--- src/rtl/bcd_display_ctrl.sv ---
// -----------------------------------------------------------------------------
// bcd_display_ctrl
//
// Sequential binary-to-BCD converter and display-register controller for the
// six-digit seven-segment decoder stage. A start pulse in IDLE captures bin_in
// and dp_pos. A shift-add-3 (double-dabble) sequencer then converts the value
// at one bit per clock. The finished BCD word, decimal-point mask and overflow
// flag are committed together to held output registers, so the display never
// sees a partially converted value.
//
// Optional build macro: LEADING_ZERO_BLANK_EN
//   defined   -> blank_mask marks leading-zero digits left of the decimal point
//   undefined -> blank_mask is tied to zero and no blanking logic exists
//
// Ports:
//   clk        in   system clock, all state on rising edge
//   reset      in   asynchronous active-high reset
//   start      in   single-cycle convert request, honoured only in IDLE
//   bin_in     in   [BIN_WIDTH-1:0] unsigned value, sampled with start
//   dp_pos     in   [2:0] decimal-point digit index (0 = rightmost)
//   busy       out  high while a conversion is in flight (SHIFT and COMMIT)
//   done       out  one-cycle pulse when new outputs are committed
//   bcd_out    out  [4*DIGITS-1:0] packed BCD, digit i at [4i+3:4i]
//   dp_mask    out  [DIGITS-1:0] one-hot decimal point, 0 if dp_pos >= DIGITS
//   overflow   out  committed value was saturated to all nines
//   blank_mask out  [DIGITS-1:0] leading-zero blank enables
// -----------------------------------------------------------------------------
module bcd_display_ctrl #(
   parameter int BIN_WIDTH = 20,
   parameter int DIGITS    = 6,
   parameter int MAX_VAL   = 999999
) (
   input  logic                  clk,
   input  logic                  reset,
   input  logic                  start,
   input  logic [BIN_WIDTH-1:0]  bin_in,
   input  logic [2:0]            dp_pos,
   output logic                  busy,
   output logic                  done,
   output logic [4*DIGITS-1:0]   bcd_out,
   output logic [DIGITS-1:0]     dp_mask,
   output logic                  overflow,
   output logic [DIGITS-1:0]     blank_mask
);

   localparam int BCD_W = 4 * DIGITS;
   localparam int CNT_W = $clog2(BIN_WIDTH + 1);
   localparam logic [BIN_WIDTH:0] MAX_VEC = (BIN_WIDTH + 1)'(MAX_VAL);

   typedef enum logic [1:0] {
      st_idle,
      st_shift,
      st_commit
   } state_t;

   state_t               state_reg;
   logic [BIN_WIDTH-1:0] bin_reg;
   logic [BCD_W-1:0]     scratch_reg;
   logic [CNT_W-1:0]     cnt_reg;
   logic [2:0]           dp_reg;
   logic                 sat_reg;

   logic                 busy_reg;
   logic                 done_reg;
   logic [BCD_W-1:0]     bcd_reg;
   logic [DIGITS-1:0]    dp_mask_reg;
   logic                 overflow_reg;

   logic [BCD_W-1:0]     adj;
   logic [BCD_W-1:0]     nines;
   logic [BCD_W-1:0]     scratch_next;
   logic [BIN_WIDTH-1:0] bin_next;
   logic [DIGITS-1:0]    dp_onehot;
   logic                 sat_next;

   // Compare with one extra bit so MAX_VAL is never truncated against bin_in.
   assign sat_next = ({1'b0, bin_in} > MAX_VEC);

   // Per-nibble add-3 correction, a saturation constant, and the decimal-point
   // decode. Every digit index below DIGITS is decoded, so dp_pos values of
   // DIGITS or more give an all-zero mask.
   genvar gi;
   generate
      for (gi = 0; gi < DIGITS; gi++) begin : g_digit
         assign adj[4*gi +: 4]   = (scratch_reg[4*gi +: 4] >= 4'd5) ?
                                   scratch_reg[4*gi +: 4] + 4'd3 :
                                   scratch_reg[4*gi +: 4];
         assign nines[4*gi +: 4] = 4'd9;
         assign dp_onehot[gi]    = (32'(dp_reg) == gi);
      end
   endgenerate

   // Shift {scratch, binary} left by one. The top scratch bit falls off; that
   // only happens for saturated inputs, whose result is overridden anyway.
   assign scratch_next = BCD_W'({adj, bin_reg[BIN_WIDTH-1]});
   assign bin_next     = {bin_reg[BIN_WIDTH-2:0], 1'b0};

`ifdef LEADING_ZERO_BLANK_EN
   logic [DIGITS-1:0] blank_reg;
   logic [DIGITS-1:0] blank_next;

   // A digit blanks when it and every digit above it are zero and it lies left
   // of the decimal point. With no decimal point shown, every leading zero
   // blanks except the units digit.
   generate
      for (gi = 0; gi < DIGITS; gi++) begin : g_blank
         if (gi == 0) begin : g_units
            assign blank_next[gi] = 1'b0;
         end else begin : g_upper
            assign blank_next[gi] = (scratch_next[BCD_W-1:4*gi] == '0) &&
                                    ((32'(dp_reg) >= DIGITS) ||
                                     (gi > 32'(dp_reg)));
         end
      end
   endgenerate

   always_ff @(posedge clk or posedge reset) begin
      if (reset) begin
         blank_reg <= '0;
      end else if (state_reg == st_shift && cnt_reg == CNT_W'(1)) begin
         blank_reg <= sat_reg ? '0 : blank_next;
      end
   end

   assign blank_mask = blank_reg;
`else
   assign blank_mask = '0;
`endif

   // Sequencer. Outputs are committed on the edge that ends the last shift
   // cycle, so bcd_out, dp_mask and overflow are valid in the same cycle done
   // is high. They hold their value for the rest of the time.
   always_ff @(posedge clk or posedge reset) begin
      if (reset) begin
         state_reg    <= st_idle;
         bin_reg      <= '0;
         scratch_reg  <= '0;
         cnt_reg      <= '0;
         dp_reg       <= '0;
         sat_reg      <= 1'b0;
         busy_reg     <= 1'b0;
         done_reg     <= 1'b0;
         bcd_reg      <= '0;
         dp_mask_reg  <= '0;
         overflow_reg <= 1'b0;
      end else begin
         case (state_reg)
            st_idle: begin
               done_reg <= 1'b0;
               if (start) begin
                  bin_reg     <= bin_in;
                  dp_reg      <= dp_pos;
                  sat_reg     <= sat_next;
                  scratch_reg <= '0;
                  cnt_reg     <= CNT_W'(BIN_WIDTH);
                  busy_reg    <= 1'b1;
                  state_reg   <= st_shift;
               end
            end
            st_shift: begin
               scratch_reg <= scratch_next;
               bin_reg     <= bin_next;
               cnt_reg     <= cnt_reg - CNT_W'(1);
               if (cnt_reg == CNT_W'(1)) begin
                  bcd_reg      <= sat_reg ? nines : scratch_next;
                  overflow_reg <= sat_reg;
                  dp_mask_reg  <= dp_onehot;
                  done_reg     <= 1'b1;
                  state_reg    <= st_commit;
               end
            end
            st_commit: begin
               // Any start seen here is dropped, not queued.
               done_reg  <= 1'b0;
               busy_reg  <= 1'b0;
               state_reg <= st_idle;
            end
            default: begin
               done_reg  <= 1'b0;
               busy_reg  <= 1'b0;
               state_reg <= st_idle;
            end
         endcase
      end
   end

   assign busy     = busy_reg;
   assign done     = done_reg;
   assign bcd_out  = bcd_reg;
   assign dp_mask  = dp_mask_reg;
   assign overflow = overflow_reg;

endmodule

--- config.mk ---
export PLATFORM = sky130hd
export DESIGN_NAME = bcd_display_ctrl
export DESIGN_NICKNAME = d
export VERILOG_FILES = /design/src/rtl/bcd_display_ctrl.sv
export SDC_FILE = /design/constraint.sdc
export NUM_CORES = 1
export LEC_CHECK = 0
export ABC_AREA = 1
export CAP_MARGIN = 20
export CORE_MARGIN = 2
export CORE_UTILIZATION = 54
export DETAILED_ROUTE_END_ITERATION = 12
export HOLD_SLACK_MARGIN = 0.03
export PLACE_DENSITY = 0.8
export SYNTH_ARGS = -nofsm -noshare
export SYNTH_HDL_FRONTEND = slang
export SYNTH_SLANG_ARGS = --single-unit
--- constraint.sdc ---
create_clock -name clk -period 3.9 [get_ports clk]
set_input_delay 0.975 -clock clk [delete_from_list [all_inputs] [get_ports clk]]
set_output_delay 0.975 -clock clk [all_outputs]
set_load 0.01 [all_outputs]
* Word level (Yosys, flattened, before mapping) *
Cells that the tools add are included.
W data, S select, Z words.

operators by class
  add/sub/neg operators = 7
  order comparisons = 7
  equal/unequal tests = 9
  mux-type cells = 20
  bitwise logic cells = 1
  reduce and logical (&&, ||, !) cells = 8

operator list
  cell                    count
  $mux W24                2
  $pmux W24 S2            1
  $pmux W20 S2            1
  $ge A4 B3 Y1 const B    6
  $add A4 B2 Y4 const B   5
  $gt A20 B20 Y1 const B  1
  $mux W20                1
  $mux W4                 5
  $pmux W5 S2             1
  $reduce_and A2 Y1       5
  $eq A3 B2 Y1 const B    2
  $eq A3 B3 Y1 const B    2
  $eq A5 B1 Y1 const B    1
  $mux W5                 1
  $sub A5 B1 Y5 const B   1
  $mux W2                 2
  $ne A2 B2 Y1 const B    2
  $pmux W2 S2             1
  $add A3 B2 Y3 const B   1
  $eq A3 B1 Y1 const B    1
  $logic_not A3 Y1        1
  $mux W1                 3
  $mux W3                 1
  $eq A2 B1 Y1 const B    1
  other kinds (4)         4

storage, ports and cells
  flip-flop bits (word level) = 88
  input bits = 26
  output and inout bits = 39
  word-level logic and storage cells = 63

* Depth between registers and ports, before layout *
Gate-level depths: netlist of run 1.

  depth in word-level cells = 3
  gate-level depth with buffers = 9
  depth with buffers taken out = 9

* Worst setup path before layout of run 1 *
Ideal clock, no wire load.

  path type = input -> register
  start = input port start
  end = register bin_reg[0]
  setup time = 0.121 ns
  arrival time = 1.562 ns
  data required time = 3.779 ns
  slack = 2.217 ns
  stages = 5
  path buffers = 1
  cell sequence = nand2_1 -> nand2_2 -> inv_2 -> buf_2 -> a22o_1

on the way
  word-level cells in the longest chain between the ends = 2

ends and longest elaborated chain
  item                         RTL line  text
  from (decl)                  35        input logic start,
  $ne A2 B2 Y1 (no line)       n/a
  $reduce_and A2 Y1 (no line)  n/a
  to (signal assigned)         151       bin_reg <= bin_in;
  to (signal assigned)         162       bin_reg <= bin_next;
  to (decl)                    57        logic [BIN_WIDTH-1:0] bin_reg;

No other way between the ends.
A chain may end at the register's enable or synchronous reset.

* Worst setup path after layout of run 1 *
  start = register state_reg[1]
  end = register bcd_reg[15], in the netlist bcd_out[15]

on the way
  word-level cells in the longest chain between the ends = 2

ends and longest elaborated chain
  item                         RTL line  text
  from (decl)                  56        state_t state_reg;
  from (signal assigned)       135       state_reg <= st_idle;
  from (signal assigned)       157       state_reg <= st_shift;
  from (signal assigned)       169       state_reg <= st_commit;
  $eq A2 B1 Y1                 147       case (state_reg)
  $reduce_and A2 Y1 (no line)  n/a
  to (signal assigned)         165       bcd_reg <= sat_reg ? nines : scratch_next;
  to (decl)                    65        logic [BCD_W-1:0] bcd_reg;

No other way between the ends.

==> insert_results.sql, run 1 <==
INSERT INTO impl_metrics (metric_group, metric, value, unit) VALUES
('yosys', 'synth_cells', '523', ''),
('sta', 'min_period_over_period', '0.620', ''),
('critical_path', 'crit_end', 'bcd_out[15]', ''),
('pwr', 'power.share.combinational', '0.423', ''),
('sta', 'final.min_clock_period', '2.42', 'ns'),
('critical_path', 'timing.critical_path.required', '4.11', 'ns'),
('floorplanning', 'ios', '65', ''),
('yosys', 'synth.area.top_cells', 'dfrtp_1 (52%), nand2_1 (17%), inv_1 (4.2%), ha_1 (4.1%), nand3_1 (4.0%)', ''),
('place', 'dpl_cell_area', '0.00485', 'sq mm'),
('worst_hold_path', 'min-delay-path-class', 'flip-flop to flip-flop', ''),
('critical_path', 'regToRegStartpoint', 'state_reg[1]', ''),
('layout', 'final.fill_count', '660', ''),
('global_routing', 'first_global_vias', '3501', ''),
('cts', 'cts_tree', 'built', ''),
('critical_path', 'cpPeakStageDelay', '0.59', 'ns'),
('yosys', 'synth.yosys.seq_area_share', '0.518', ''),
('drt', 'route.detailed.vias_per_inst', '5.12', ''),
('critical_path', 'timing.critical_path.to_type', 'flip-flop', ''),
('yosys', 'syn_avg_cell_area', '8.13', 'sq um'),
('place', 'placement.io_buffers', '58', ''),
('layout', 'layout.cells.most_common', 'nand2_1', ''),
('global_routing', 'grt_usage', '0.224', ''),
('place', 'gp_congestion', '0.804', ''),
('critical_path', 'crit_path_cell_trace', 'inv_2 -> nand2_2 -> inv_2 -> nand2_4 -> nor2_4 -> a21oi_1', ''),
('drt', 'detail_route.wirelength', '8900', 'um'),
('yosys', 'ys_warn_count', '0', ''),
('global_routing', 'grt_overflow_total', '0', ''),
('drt', 'drt-pass1-iter-count', '4', ''),
('yosys', 'yosys_register_bits', '88', ''),
('drt', 'postRouteAntennaNets', '0', ''),
('layout', 'layout.cell_area.non_filler', '0.00511', 'sq mm'),
('drt', 'drc', '0', ''),
('yosys', 'synth.cell_area', '0.00425', 'sq mm'),
('sta', 'final.setup_skew', '0.00873', 'ns'),
('cts', 'tritoncts.num_buffers', '9', ''),
('sta', 'finalMaxSlewViolations', '0', ''),
('floorplanning', 'dieHeight', '92.7', 'um'),
('drt', 'violation_count_after_the_first_detailed_route_iteration', '214', ''),
('critical_path', 'setup.reg_to_reg.worst_slack', '1.48', 'ns'),
('critical_path', 'crit_path_frequent_cell', 'inv_2', ''),
('sta', 'worst_tran_pin_value', '0.797', 'ns'),
('layout', 'most-common-layout-cells', 'nand2_1 (191), dfrtp_1 (88), clkdlybuf4s50_1 (58), inv_1 (47), nor2_1 (42)', ''),
('critical_path', 'critPathSlowestCell', 'inv_2', ''),
('sta', 'totalNegativeSetupSlack', '0', 'ns'),
('floorplanning', 'core-area', '0.00769', 'sq mm'),
('sta', 'achievable_clock_frequency', '413', 'MHz'),
('job', 'max_cap_violation_count', '0', ''),
('global_routing', 'grt_first_pass_wirelength', '15300', 'um'),
('critical_path', 'crit_path_start_kind', 'flip-flop', ''),
('floorplanning', 'rows', '32', ''),
('cts', 'path_clk_slew', '0.09', 'ns'),
('pwr', 'p_sw_frac', '0.386', ''),
('layout', 'area_growth_syn_to_layout', '20.3', '%'),
('pwr', 'p_clk_frac', '0.201', ''),
('critical_path', 'worst_r2r_path_depth', '6', ''),
('cts', 'tritoncts_sink_count', '88', ''),
('critical_path', 'cp_max_fanout', '39', ''),
('sta', 'rsz0062_at_grt', 'false', ''),
('cts', 'post-cts-setup-buffers', '0', ''),
('cts', 'cts-resized-gates', '0', ''),
('floorplanning', 'fp.dieW', '92.7', 'um'),
('sta', 'finalHoldViolCount', '0', ''),
('status', 'outcome', 'complete, no violations', ''),
('sta', 'timing.slew.headroom', '0.468', ''),
('pwr', 'sequentialPowerShare', '0.376', ''),
('cts', 'cts_root_buffer', 'clkbuf_8', ''),
('critical_path', 'cp_data_arrival_time', '2.63', 'ns'),
('global_routing', 'antenna_found_initial', '0', ''),
('place', 'hpwlAfterDp', '6130', 'um'),
('critical_path', 'timing.critical_path.depth', '6', ''),
('pwr', 'leakagePower', '2.55', 'nW');
==> final cells by class <==
type	instances	area (sq um)	share of cell area
clock buffer	11	141	0.0276
clock inverter	5	128	0.0250
inverter	54	205	0.0401
multi-input combinational	364	1710	0.334
sequential	88	2200	0.431
tap	102	128	0.0250
timing repair buffer	59	601	0.117
==> per-stage QoR <==
stage,hold WS (ns),setup slack [ns],utilization,total power [mW],cells
finish,0.485,1.48,0.665,4.12,683
global route,0.510,1.28,0.665,4.46,683
CTS,0.486,1.45,0.665,4.14,683
detailed placement,0.465,1.28,0.630,3.29,667
global placement,0.461,1.34,0.630,3.19,667
floorplan,0.449,0.646,-,2.70,528
==> worst min-delay path, cell delays in order, from the launching register on <==
cell     delay, ns
dfrtp_1       0.35
nand2_1       0.05
nand2_1       0.05
==> worst min path at each step <==
stage | from | to | slack, ns | cells past startpoint
2_1_floorplan | bin_reg[14] | bin_reg[14] | 0.45 | 2
3_3_place_gp | bcd_out[14] | bcd_out[14] | 0.46 | 2
5_1_grt | bin_reg[1] | bin_reg[1] | 0.51 | 2
4_1_cts | bcd_out[2] | bcd_out[2] | 0.49 | 2
3_5_place_dp | bcd_out[2] | bcd_out[2] | 0.46 | 2
6_report | bcd_out[2] | bcd_out[2] | 0.49 | 2
==> cells by family (layout without fill, tap and decap cells) <==
family,count (synthesis),after routing,synth area share
AND/OR/NAND/NOR,282,282,0.272
flip-flops,88,88,0.518
buffers and inverters,76,129,0.0839
AO/OA/AOI/OAI,62,62,0.0836
adder cells (fa/ha/maj),14,14,0.0412
other,1,6,0.000882
==> synth_stat cells <==
library cell  number
nor2_1            42
nand2_4            1
o21ai_0           27
inv_2              5
o21ai_1           10
dfrtp_1           88
o21bai_1           1
clkinv_2           1
conb_1             1
nand3_1           34
buf_2              8
buf_4             10
a21oi_2            3
ha_1              14
nor2_4             3
inv_1             48
o211ai_1           3
nand3b_1           1
a21oi_1            5
o22ai_1            8
a22oi_1            3
o21a_1             1
nand2_1          191
nand2_2            2
a22o_1             1
nor3_1             2
buf_6              3
nand4_1            6
clkbuf_1           1
==> routing by layer <==
metal  share of wire  up-vias  track usage
met4          0.0088        0       0.0564
li1                -     1754            -
met3           0.054        8       0.0439
met2            0.50       93        0.405
met5               0        -            0
met1            0.44     1642        0.275
==> power groups by stage <==
stage	Combinational (mW)	Sequential, mW	Clock [mW]
final	1.74	1.55	0.829
after global routing	1.99	1.60	0.875
after CTS	1.75	1.55	0.841
after detailed placement	1.73	1.56	0
after global placement	1.65	1.54	0
after floorplan	1.11	1.58	0
Note: power is estimated with default switching activity, not from simulation.
==> run 2: changes to the inputs <==
--- a/config.mk
+++ b/config.mk
@@ -8,10 +8,10 @@
 export ABC_AREA = 1
 export CAP_MARGIN = 20
 export CORE_MARGIN = 2
-export CORE_UTILIZATION = 54
+export CORE_UTILIZATION = 49
 export DETAILED_ROUTE_END_ITERATION = 12
 export HOLD_SLACK_MARGIN = 0.03
-export PLACE_DENSITY = 0.8
+export PLACE_DENSITY = 0.76
 export SYNTH_ARGS = -nofsm -noshare
 export SYNTH_HDL_FRONTEND = slang
 export SYNTH_SLANG_ARGS = --single-unit
==> constraint.sdc (replaced) <==
create_clock -name clk -period 2.2 [get_ports clk]
set_input_delay 0.55 -clock clk [delete_from_list [all_inputs] [get_ports clk]]
set_output_delay 0.55 -clock clk [all_outputs]
set_load 0.01 [all_outputs]
==> run 2 against run 1 <==
Hold slack worse by 0.0016 ns. Critical path type is now flip-flop to output port. Clock-buffer cell count is 1 higher. Routed wire length is 3.2% higher. Largest power group unchanged.
==> insert_results.sql, run 2 (synthesis gave the netlist of run 1 again) <==
INSERT INTO impl_metrics (metric_group, metric, value, unit) VALUES
('status', 'outcome', 'complete, no violations', ''),
('cts', 'tritoncts_sink_count', '88', ''),
('layout', 'layout.cell_area.non_filler', '0.00509', 'sq mm'),
('layout', 'final.fill_count', '698', ''),
('sta', 'min_period_over_period', '0.836', ''),
('critical_path', 'crit_path_cell_trace', 'clkdlybuf4s50_1', ''),
('place', 'placement.io_buffers', '58', ''),
('sta', 'timing.final.setup_violations', '0', ''),
('global_routing', 'antenna_found_initial', '0', ''),
('sta', 'final.setup_skew', '0.0106', 'ns'),
('drt', 'route.detailed.vias_per_inst', '5.18', ''),
('drt', 'wl_met3', '387', 'um'),
('pwr', 'sequentialPowerShare', '0.403', ''),
('cts', 'cts-resized-gates', '0', ''),
('drt', 'dr.max_layer_used', 'met4', ''),
('cts', 'cts_root_buffer', 'clkbuf_8', ''),
('global_routing', 'grt_overflow_total', '0', ''),
('pwr', 'netSwitchingPower', '2.81', 'mW'),
('cts', 'cts-root-to-sink-buffers', '2', ''),
('cts', 'postCtsHoldBufs', '0', ''),
('critical_path', 'timing_worst_setup_path_type', 'flip-flop to output port', ''),
('critical_path', 'timing.critical_path.to_type', 'output port', ''),
('drt', 'routedLengthMet1', '4060', 'um'),
('global_routing', 'first_global_vias', '3601', ''),
('floorplanning', 'initial_utilization', '0.512', ''),
('drt', 'violation_count_after_the_first_detailed_route_iteration', '212', ''),
('place', 'place_inst', '678', ''),
('critical_path', 'cpPeakStageDelay', '0.55', 'ns'),
('pwr', 'ir_worst_vdd', '0.443', 'mV'),
('pwr', 'p_sw_frac', '0.411', ''),
('floorplanning', 'ios', '65', ''),
('sta', 'timing.slew.headroom', '0.666', ''),
('layout', 'most-common-layout-cells', 'nand2_1 (191), dfrtp_1 (88), clkdlybuf4s50_1 (58), inv_1 (47), nor2_1 (42)', ''),
('drt', 'detail_route.wirelength', '9190', 'um'),
('sta', 'worst_tran_pin_value', '0.500', 'ns'),
('cts', 'tritoncts.num_buffers', '9', ''),
('floorplanning', 'dieArea', '0.00944', 'sq mm'),
('place', 'gp_congestion', '0.825', ''),
('pwr', 'leakagePower', '2.54', 'nW'),
('cts', 'path_clk_slew', '0.09', 'ns'),
('pwr', 'power_density', '1340', 'mW/mm^2'),
('job', 'max_cap_violation_count', '0', ''),
('cts', 'post-cts-setup-buffers', '0', ''),
('critical_path', 'critical_path.n_buffers_inverters', '1', ''),
('place', 'dpl_cell_area', '0.00494', 'sq mm'),
('critical_path', 'crit_path_start_kind', 'flip-flop', ''),
('layout', 'final-instance-count-excl-fill', '693', ''),
('place', 'hpwlAfterDp', '6650', 'um'),
('drt', 'postRouteAntennaNets', '0', ''),
('drt', 'met2_wirelength', '4550', 'um'),
('critical_path', 'cp_max_fanout', '2', ''),
('sta', 'achievable_clock_frequency', '544', 'MHz'),
('sta', 'totalNegativeSetupSlack', '0', 'ns'),
('layout', 'layout.cells.most_common', 'nand2_1', ''),
('cts', 'clk-insertion-delay-late', '0.35', 'ns'),
('drt', 'routed_via_count', '3590', ''),
('drt', 'drc', '0', ''),
('sta', 'final.min_clock_period', '1.84', 'ns'),
('drt', 'routed_wire_length_per_instance', '13.3', 'um'),
('layout', 'area_growth_syn_to_layout', '19.8', '%'),
('layout', 'nets', '624', ''),
('pwr', 'internal_power', '4.03', 'mW'),
('sta', 'rsz0062_at_grt', 'false', ''),
('sta', 'finalHoldViolCount', '0', ''),
('global_routing', 'grt_max_degree', '50', ''),
('critical_path', 'critPathSlowestCell', 'clkdlybuf4s50_1', ''),
('cts', 'h_tree_level_count', '3', ''),
('critical_path', 'cpLargestDelayFamily', 'buffers and inverters', ''),
('sta', 'finalMaxSlewViolations', '0', ''),
('floorplanning', 'fp.dieW', '97.1', 'um'),
('layout', 'diodes', '0', ''),
('critical_path', 'cp_data_arrival_time', '1.29', 'ns'),
('pwr', 'power.share.combinational', '0.458', ''),
('floorplanning', 'core-area', '0.00830', 'sq mm'),
('floorplanning', 'rows', '33', ''),
('critical_path', 'timing.critical_path.required', '1.65', 'ns'),
('pwr', 'p_clk_frac', '0.139', ''),
('worst_hold_path', 'min-delay-path-class', 'flip-flop to flip-flop', ''),
('layout', 'drive_gt1_frac', '0.0629', ''),
('global_routing', 'grt_usage', '0.207', ''),
('global_routing', 'grt_first_pass_wirelength', '16100', 'um'),
('floorplanning', 'dieHeight', '97.1', 'um'),
('drt', 'drt-pass1-iter-count', '4', ''),
('cts', 'cts_tree', 'built', '');
## run 2: cell types whose count changed in the layout (fill, tap and decap cells not counted)
cell        previous run  this run
buf_12                 1         3
buf_4                  0         6
bufinv_16              4         0
clkbuf_1               1         3
clkbuf_8              10         9
clkinvlp_4             1         3
## run 2: through the flow
| step | utilization | hold slack, ns | worst slack, ns | total power, mW |
|---|---|---|---|---|
| 2_1_floorplan | - | 0.449 | 0.628 | 4.78 |
| 3_3_place_gp | 0.595 | 0.464 | 0.319 | 5.72 |
| 3_5_place_dp | 0.595 | 0.469 | 0.292 | 5.93 |
| 4_1_cts | 0.614 | 0.489 | 0.358 | 6.88 |
| 5_1_grt | 0.614 | 0.514 | 0.303 | 7.49 |
| 6_report | 0.614 | 0.484 | 0.361 | 6.84 |
## run 2: path summary, 6_finish.rpt
path,startpoint,endpoint,slack [ns],cells past startpoint
max in group asynchronous,reset,bcd_out[10],1.33,3
max,bcd_out[0],bcd_out[0],0.36,1
min in group asynchronous,reset,state_reg[1],0.62,3
min reg2reg,bin_reg[17],bin_reg[17],0.48,2
min,bin_reg[17],bin_reg[17],0.48,2
max reg2reg,cnt_reg[1],bcd_out[20],0.63,7
## run 2: final cells by class
class / count / area (sq um) / area share
Clock buffer: 12 / 135 / 0.0265
Tap cell: 105 / 131 / 0.0258
Sequential cell: 88 / 2200 / 0.432
Clock inverter: 3 / 20.0 / 0.00393
Timing Repair Buffer: 67 / 686 / 0.135
Inverter: 54 / 208 / 0.0408
Multi-Input combinational cell: 364 / 1710 / 0.336
## run 2: layer usage
layer,global-route usage,up-vias
li1,-,1768
met1,0.262,1713
met2,0.353,89
met3,0.0302,20
met4,0.0943,0
met5,0,-
## run 2: power groups by stage
stage | Combinational [mW] | Clock, mW | Sequential, mW
after floorplan | 1.98 | 0 | 2.81
after global placement | 2.98 | 0 | 2.74
after detailed placement | 3.14 | 0 | 2.79
after CTS | 3.15 | 0.966 | 2.76
after global routing | 3.60 | 1.04 | 2.85
final | 3.13 | 0.950 | 2.76
==> run 3: changes to the inputs <==
--- a/config.mk
+++ b/config.mk
@@ -8,10 +8,10 @@
 export ABC_AREA = 1
 export CAP_MARGIN = 20
 export CORE_MARGIN = 2
-export CORE_UTILIZATION = 49
+export CORE_UTILIZATION = 54
 export DETAILED_ROUTE_END_ITERATION = 12
 export HOLD_SLACK_MARGIN = 0.03
-export PLACE_DENSITY = 0.76
+export PLACE_DENSITY = 0.8
 export SYNTH_ARGS = -nofsm -noshare
 export SYNTH_HDL_FRONTEND = slang
 export SYNTH_SLANG_ARGS = --single-unit
==> constraint.sdc (replaced) <==
create_clock -name clk -period 1.8 [get_ports clk]
set_input_delay 0.45 -clock clk [delete_from_list [all_inputs] [get_ports clk]]
set_output_delay 0.45 -clock clk [all_outputs]
set_load 0.01 [all_outputs]
==> run 3 against run 2 <==
Routed wire length down 4.0%. Combinational power up 24%. Design area up 0.39%. Sequential share of layout area down 0.17 points. Register-to-register slack worse by 0.38 ns. Cell count down 0.29%. Sequential cell count unchanged. Total power up 24%. Clock power up 29%. Critical path type unchanged. Highest routed layer unchanged.
==> insert_results.sql, run 3 (synthesis gave the netlist of run 1 again) <==
INSERT INTO impl_metrics (metric_group, metric, value, unit) VALUES
('status', 'outcome', 'complete, no violations', ''),
('drt', 'route.detailed.vias_per_inst', '5.14', ''),
('pwr', 'p_total', '8.45', 'mW'),
('cts', 'cts_root_buffer', 'clkbuf_8', ''),
('sta', 'final.min_clock_period', '1.71', 'ns'),
('cts', 'tritoncts_sink_count', '88', ''),
('pwr', 'p_sw_frac', '0.406', ''),
('sta', 'achievable_clock_frequency', '585', 'MHz'),
('critical_path', 'crit_path_cell_trace', 'clkdlybuf4s50_1', ''),
('global_routing', 'grt_overflow_total', '0', ''),
('critical_path', 'critical_path.reg2reg.endpoint', 'bcd_out[2]', ''),
('worst_hold_path', 'min_delay_path_depth', '2', ''),
('cts', 'tritoncts.num_buffers', '9', ''),
('floorplanning', 'initial_utilization', '0.553', ''),
('critical_path', 'cpPeakStageDelay', '0.54', 'ns'),
('critical_path', 'cp_max_fanout', '2', ''),
('layout', 'layout.cells.most_common', 'nand2_1', ''),
('cts', 'path_clk_slew', '0.08', 'ns'),
('critical_path', 'critical_path.n_buffers_inverters', '1', ''),
('cts', 'postCtsHoldBufs', '0', ''),
('critical_path', 'timing_worst_setup_path_type', 'flip-flop to output port', ''),
('place', 'placement.io_buffers', '58', ''),
('cts', 'cts-root-to-sink-buffers', '2', ''),
('critical_path', 'cpLargestDelayFamily', 'buffers and inverters', ''),
('layout', 'regArea', '0.00220', 'sq mm'),
('drt', 'drt-pass1-iter-count', '5', ''),
('critical_path', 'timing.critical_path.required', '1.35', 'ns'),
('pwr', 'sequentialPowerShare', '0.395', ''),
('sta', 'rsz0062_at_grt', 'false', ''),
('sta', 'min_period_over_period', '0.949', ''),
('drt', 'drc', '0', ''),
('global_routing', 'antenna_found_initial', '0', ''),
('floorplanning', 'core-area', '0.00769', 'sq mm'),
('sta', 'final.setup_skew', '0.00755', 'ns'),
('floorplanning', 'dieArea', '0.00860', 'sq mm'),
('layout', 'most-common-layout-cells', 'nand2_1 (191), dfrtp_1 (88), clkdlybuf4s50_1 (58), inv_1 (47), nor2_1 (42)', ''),
('layout', 'final.fill_count', '660', ''),
('place', 'gp_congestion', '0.845', ''),
('pwr', 'p_clk_frac', '0.146', ''),
('critical_path', 'regToRegStartpoint', 'cnt_reg[1]', ''),
('floorplanning', 'dieHeight', '92.7', 'um'),
('layout', 'diodes', '0', ''),
('layout', 'nets', '625', ''),
('layout', 'area_growth_syn_to_layout', '20.3', '%'),
('critical_path', 'setup.reg_to_reg.worst_slack', '0.25', 'ns'),
('floorplanning', 'rows', '32', ''),
('global_routing', 'first_global_vias', '3499', ''),
('layout', 'drive_gt1_frac', '0.0696', ''),
('pwr', 'leakagePower', '2.56', 'nW'),
('worst_hold_path', 'worstHoldEndpoint', 'bin_reg[6]', ''),
('place', 'hpwlAfterDp', '6210', 'um'),
('drt', 'violation_count_after_the_first_detailed_route_iteration', '200', ''),
('drt', 'postRouteAntennaNets', '0', ''),
('worst_hold_path', 'min-delay-path-class', 'flip-flop to flip-flop', ''),
('floorplanning', 'fp.dieW', '92.7', 'um'),
('layout', 'multiInputGateArea', '0.00171', 'sq mm'),
('global_routing', 'grt_usage', '0.221', ''),
('cts', 'cts-resized-gates', '0', ''),
('floorplanning', 'ios', '65', ''),
('critical_path', 'worst_r2r_path_depth', '9', ''),
('critical_path', 'critPathSlowestCell', 'clkdlybuf4s50_1', ''),
('sta', 'finalHoldViolCount', '0', ''),
('sta', 'timing.final.setup_violations', '0', ''),
('critical_path', 'cp_data_arrival_time', '1.26', 'ns'),
('sta', 'totalNegativeSetupSlack', '0', 'ns'),
('job', 'max_cap_violation_count', '0', ''),
('critical_path', 'timing.critical_path.to_type', 'output port', ''),
('worst_hold_path', 'critical_hold_path_startpoint', 'bin_reg[6]', ''),
('pwr', 'power.share.combinational', '0.459', ''),
('pwr', 'ir_worst_vdd', '0.693', 'mV'),
('cts', 'cts_tree', 'built', ''),
('drt', 'routed_wire_length_per_instance', '12.8', 'um'),
('critical_path', 'crit_path_start_kind', 'flip-flop', ''),
('drt', 'detail_route.wirelength', '8810', 'um'),
('pwr', 'internal_power', '5.02', 'mW'),
('cts', 'clk-insertion-delay-late', '0.36', 'ns'),
('global_routing', 'grt_first_pass_wirelength', '15100', 'um'),
('drt', 'routed_via_count', '3551', ''),
('cts', 'h_tree_level_count', '3', ''),
('global_routing', 'grt_max_degree', '89', ''),
('pwr', 'power_density', '1650', 'mW/mm^2'),
('sta', 'finalMaxSlewViolations', '0', ''),
('cts', 'post-cts-setup-buffers', '0', ''),
('pwr', 'netSwitchingPower', '3.43', 'mW');
==> run 3: per-layer routing <==
layer | wire length [um] | track usage
met3 | 376 | 0.0325
met4 | 141 | 0.0895
met5 | 0 | 0
met2 | 4440 | 0.406
met1 | 3850 | 0.259
==> run 3: cell type report <==
class                   instances  share of cell area
flip-flops and latches         88               0.431
multi-input cells             364               0.335
repair buffers                 68               0.136
inverters                      54              0.0406
clock buffers                  11              0.0296
well taps                     102              0.0250
clock inverters                 4             0.00392
==> run 3: worst register-to-register path, cell delays in order, from the launching register on <==
cell and delay, ns:
dfrtp_1 0.36, inv_1 0.11, ha_1 0.17, nand2_1 0.09
nor2_4 0.19, nand2_4 0.13, nor2_4 0.12, buf_12 0.17
nand2_1 0.08, nand2_1 0.06
==> run 3: stage by stage <==
step / util / std cells / setup WS, ns / hold WS [ns] / instance area (sq um)
floorplan: - / 528 / 0.328 / 0.449 / 4270
global placement: 0.643 / 676 / 0.158 / 0.463 / 4940
detailed placement: 0.643 / 676 / 0.117 / 0.467 / 4940
CTS: 0.665 / 691 / 0.0714 / 0.488 / 5110
global route: 0.665 / 691 / 0.0450 / 0.506 / 5110
finish: 0.665 / 691 / 0.0913 / 0.483 / 5110
==> run 3: power by group through the flow <==
stage	registers [mW]	clock network [mW]	logic, mW
after floorplan	3.43	0	2.41
after global placement	3.34	0	3.68
after detailed placement	3.37	0	3.88
after CTS	3.34	1.26	3.89
after global routing	3.46	1.35	4.38
final	3.34	1.23	3.87
==> run 3: worst max-delay path by stage <==
| stage | start | endpoint | cells past startpoint |
|---|---|---|---|
| after floorplan | reset | bcd_out[0] | 1 |
| after CTS | dp_mask[3] | dp_mask[3] | 1 |
| after global placement | start | dp_reg[2] | 5 |
| final | dp_mask[3] | dp_mask[3] | 1 |
| after global routing | dp_mask[3] | dp_mask[3] | 1 |
| after detailed placement | start | dp_reg[1] | 6 |
